===== src/rtl/spi_master_ctrl.sv =====
// spi_master_ctrl: 10-bit command SPI frame engine with optional read-back capture
module spi_master_ctrl #(
  parameter int unsigned RD_WAIT = 2,
  parameter int unsigned GAP     = 1
) (
  input  logic       clk,
  input  logic       rst,
  input  logic       cmd_valid,
  output logic       cmd_ready,
  input  logic [9:0] cmd_data,
  output logic       SS_n,
  output logic       MOSI,
  input  logic       MISO,
  output logic       done,
  output logic       rsp_valid,
  output logic [7:0] rsp_data,
  output logic       rsp_err
);
  typedef enum logic [2:0] {IDLE, START, SHIFT, WAIT, CAPTURE, END} state_t;
  state_t      state_q, state_d;
  logic [3:0]  cnt_q, cnt_d;
  logic [9:0]  cmd_q, cmd_d;
  logic        ss_n_q, mosi_q, ready_q, done_q, rsp_valid_q, rsp_err_q, addr_loaded_q;
  logic [7:0]  rsp_data_q;
  logic        mosi_d, enter_end, rd_frame;
  assign rd_frame = cmd_q[9:8] == 2'b11;
  always_comb begin
    state_d = state_q;
    cnt_d   = cnt_q;
    cmd_d   = cmd_q;
    case (state_q)
      IDLE: if (cmd_valid && ready_q) begin
        state_d = START;
        cmd_d   = cmd_data;
      end
      START: begin
        state_d = SHIFT;
        cnt_d   = 4'd9;
      end
      SHIFT: if (cnt_q != 4'd0) cnt_d = cnt_q - 4'd1;
      else if (rd_frame) begin
        state_d = (RD_WAIT == 0) ? CAPTURE : WAIT;
        cnt_d   = (RD_WAIT == 0) ? 4'd0 : 4'(RD_WAIT - 1);
      end else begin
        state_d = END;
        cnt_d   = 4'(GAP - 1);
      end
      WAIT: if (cnt_q == 4'd0) state_d = CAPTURE;
      else cnt_d = cnt_q - 4'd1;
      CAPTURE: if (cnt_q == 4'd7) begin
        state_d = END;
        cnt_d   = 4'(GAP - 1);
      end else cnt_d = cnt_q + 4'd1;
      END: if (cnt_q == 4'd0) state_d = IDLE;
      else cnt_d = cnt_q - 4'd1;
      default: state_d = IDLE;
    endcase
    // outputs are registered from the next state so they line up with state_q
    mosi_d    = (state_d == START) ? cmd_d[9] : (state_d == SHIFT) ? cmd_d[cnt_d] : 1'b0;
    enter_end = (state_d == END) && (state_q != END);
  end
  always_ff @(posedge clk or posedge rst) begin
    if (rst) begin
      state_q       <= IDLE;
      cnt_q         <= '0;
      cmd_q         <= '0;
      ss_n_q        <= 1'b1;
      mosi_q        <= 1'b0;
      ready_q       <= 1'b0;
      done_q        <= 1'b0;
      rsp_valid_q   <= 1'b0;
      rsp_err_q     <= 1'b0;
      rsp_data_q    <= '0;
      addr_loaded_q <= 1'b0;
    end else begin
      state_q       <= state_d;
      cnt_q         <= cnt_d;
      cmd_q         <= cmd_d;
      ss_n_q        <= (state_d == IDLE) || (state_d == END);
      mosi_q        <= mosi_d;
      ready_q       <= state_d == IDLE;
      done_q        <= enter_end;
      rsp_valid_q   <= enter_end && rd_frame;
      rsp_err_q     <= enter_end && rd_frame && !addr_loaded_q;
      if (state_q == CAPTURE) rsp_data_q[cnt_q[2:0]] <= MISO;
      addr_loaded_q <= (enter_end && cmd_q[9:8] == 2'b10) ? 1'b1 :
                       (enter_end && rd_frame) ? 1'b0 : addr_loaded_q;
    end
  end
  assign cmd_ready = ready_q;
  assign SS_n      = ss_n_q;
  assign MOSI      = mosi_q;
  assign done      = done_q;
  assign rsp_valid = rsp_valid_q;
  assign rsp_err   = rsp_err_q;
  assign rsp_data  = rsp_data_q;
endmodule


===== config.mk =====
export PLATFORM = sky130hd
export DESIGN_NAME = spi_master_ctrl
export DESIGN_NICKNAME = d
export VERILOG_FILES = /design/src/rtl/spi_master_ctrl.sv
export SDC_FILE = /design/constraint.sdc
export NUM_CORES = 1
export LEC_CHECK = 0
export CAP_MARGIN = 20
export CORE_UTILIZATION = 45
export CTS_CLUSTER_DIAMETER = 80
export DETAILED_ROUTE_END_ITERATION = 7
export PLACE_DENSITY = 0.69
export SLEW_MARGIN = 10
export SYNTH_ARGS = -nofsm -noshare
export SYNTH_HDL_FRONTEND = slang
export SYNTH_SLANG_ARGS = --single-unit

===== constraint.sdc =====
create_clock -name clk -period 3.95 [get_ports clk]
set_input_delay 0.79 -clock clk [delete_from_list [all_inputs] [get_ports clk]]
set_output_delay 0.79 -clock clk [all_outputs]
set_load 0.1 [all_outputs]

==> results.toml <==
[outcome]
status = "finished clean"

[setup_path]
worst_ep_required_time_ns = 4.12
cp_cell_sequence = "inv_1, ha_1, nor3b_4, o21ai_1, o311ai_4, mux2_2, mux2_2, a2111o_1, a22o_1"
timing.setup.critical_path_class = "flop to flop"
critical_path.top_delay_family = "compound AO/OA/AOI/OAI gates"
worst_path_max_delay_cell = "dfrtp_1"
worstPathMaxFanout = 10
crit_path_frequent_cell = "mux2_2"
cpPeakStageDelay_ns = 0.50
data_arrival_at_the_endpoint_of_the_critical_path_ns = 3.38
critical_path.endpoint_type = "flop"
worst-path-buf-inv = 1
setup.worst_path.start_class = "flop"

[placement]
io_buffers = 27
dp.final_hpwl_um = 2660
place_congestion = 0.881

[global_route]
antenna_found_initial = 0
globalRoute.totalOverflow = 0
first_pass_grt_wire_length_um = 6240
grt_util_all_layers_pct = 19.9
largest_net_degree_at_the_start_of_global_routing = 24
first_global_vias = 1353

[final_layout]
final_layout_size_suffix_gt1_share_pct = 17.9
nets = 211
insertedDiodeCount = 0
area.growth.synth_to_final_pct = 21.6

[route]
drt_pass1_iterations = 4
detailedRoute.firstIterationViolations = 98
detail_route.vias_per_cell = 5.53
wl_per_cell_um = 14.6
totalWireLength_um = 3560
detailroute.via_count = 1349
ant_nets = 0
detail_route.drc_violations = 0

[logic_synthesis]
synthFlopType = "dfrtp_1"
seq_area_frac_synth_pct = 45.6
count_of_flip_flops_with_a_built_in_enable_after_synthesis = 0
yosys_warnings = 0
synth_area_sq_um = 1760
synth_async_sr_flop_share_pct = 100
synth.ff_latch_count = 32
postSynthAreaPerCell_sq_um = 10.3
yosys.cell_types.count = 44
mappedNetlistNets = 187
syn_inst = 171

[sta]
worst_slew_pin_slew_ns = 0.984
setup_viol = 0
final_hold_viol_count = 0
slew-limit-headroom_pct = 34.2
max_clock_freq_mhz = 311
drv_slew = 0
finalWorstPathRequiredPeriod_ns = 3.21
rsz0062_at_grt = "no"
tns_ns = 0
final_min_period_over_clock_period_pct = 81.3
worst_clock_skew_ns = 0.00473

[clock_tree]
clock_tree.root_cell = "clkbuf_8"
cts_sinks = 32
buffer_count_from_post_cts_setup_fixing = 0
clock_tree.htree_level_count = 2
clk-insertion-delay-late_ns = 0.29
clk_pin_slew_worst_paths_ns = 0.06
cts_repair_resize_count = 0
postCtsHoldBufs = 0
cts_buffer_count = 5
cts.path.max_buffers = 2
cts_tree = "yes"

[floorplan]
io_pins = 28
die_area_sq_um = 4170
die_width_um = 64.5
core_sq_um = 3720
die_h_um = 64.5
floorplan.initialDensity_pct = 47.4
core.rowCount = 22

[flow_run]
cap_viol_max_count = 0

[min_path]
worst_hold_path_type = "flop to flop"
==> worst paths after layout <==
check                               from  cells past startpoint  slack [ns]       endpoint
setup / recovery                cnt_q[0]                      9        0.74           MOSI
max in group asynchronous            rst                      3        2.52    rsp_data[2]
setup reg to reg                cnt_q[0]                      9        0.74           MOSI
hold reg to reg            addr_loaded_q                      1        0.43        rsp_err
hold / removal             addr_loaded_q                      1        0.43        rsp_err
min in group asynchronous            rst                      2        0.92  addr_loaded_q
==> state kept, by name (all words and copies together) (netlist names), 3 cells and up <==
signal,count
cnt_q,4
rsp_data,8
state_q,3
cmd_q,10
==> cells in the mapped netlist, types with 4 or more instances <==
library cell / number / area (sq um)
nor2_1: 14 / 52.6
nor3_1: 9 / 45.0
o21ai_0: 4 / 20.0
dfrtp_1: 31 / 776
a31oi_1: 7 / 43.8
a21oi_1: 8 / 40.0
nand3_1: 4 / 20.0
clkbuf_1: 4 / 15.0
nand2_1: 14 / 52.6
mux2_2: 21 / 236
nand2b_1: 5 / 31.3
inv_1: 7 / 26.3
==> stage by stage <==
stage | worst slack (ns) | cell area [sq um] | util, % | hold WS, ns | instances
2_1_floorplan | 1.04 | 1760 | - | 0.403 | 171
3_3_place_gp | 0.749 | 2020 | 54.4 | 0.413 | 235
3_5_place_dp | 0.692 | 2050 | 55.2 | 0.420 | 236
4_1_cts | 0.769 | 2140 | 57.6 | 0.429 | 244
5_1_grt | 0.546 | 2140 | 57.6 | 0.449 | 244
6_report | 0.738 | 2140 | 57.6 | 0.426 | 244
==> worst reg2reg max path: cells and delay by family (launching register included) <==
family                   cells  cell delay, ns
multiplexers                 2            0.67
buffers and inverters        1            0.15
AO/OA/AOI/OAI                4            1.02
AND/OR/NAND/NOR              1            0.46
flip-flops                   1            0.50
adder cells (fa/ha/maj)      1            0.30
==> layer usage <==
layer  up-vias  track usage (%)  wire (um)
li1        661                -          -
met1       666             25.9       1660
met2        16             30.7       1720
met3         6             5.28        109
met4         0             9.44         63
met5         -                0          0
==> placed cells by master (no fill, tap or decap), drive strengths merged, types with 2 or more instances in the layout <==
cell type,instances
xor2,2
buf,2
mux2,23
o21ai,7
clkdlybuf4s50,27
a21oi,8
nor3,10
inv,8
nor2b,2
a31oi,7
mux2i,2
nand3,4
clkbuf,8
nand2,14
ha,2
nand2b,5
dfrtp,31
nor2,14
==> layout make-up <==
type                    count  area, sq um
repair buffers             29          305
clock buffers               8         90.1
inverters                   8         30.0
multi-input cells         119          853
flip-flops and latches     32          802
fillers                   326         1580
well taps                  48         60.1
==> cells by family after synthesis <==
| group | share of synthesized area, % |
|---|---|
| and+or+nand+nor | 15.9 |
| xor gates and xnor gates | 0.995 |
| muxes | 16.1 |
| DFF | 45.6 |
| buffers and inverters | 5.97 |
| AOI/OAI and AO/OA | 14.1 |
| adders and majority gates | 1.42 |
Power is not shown: default switching activity piles up to over one toggle a cycle in this logic, so the estimate is an artifact.
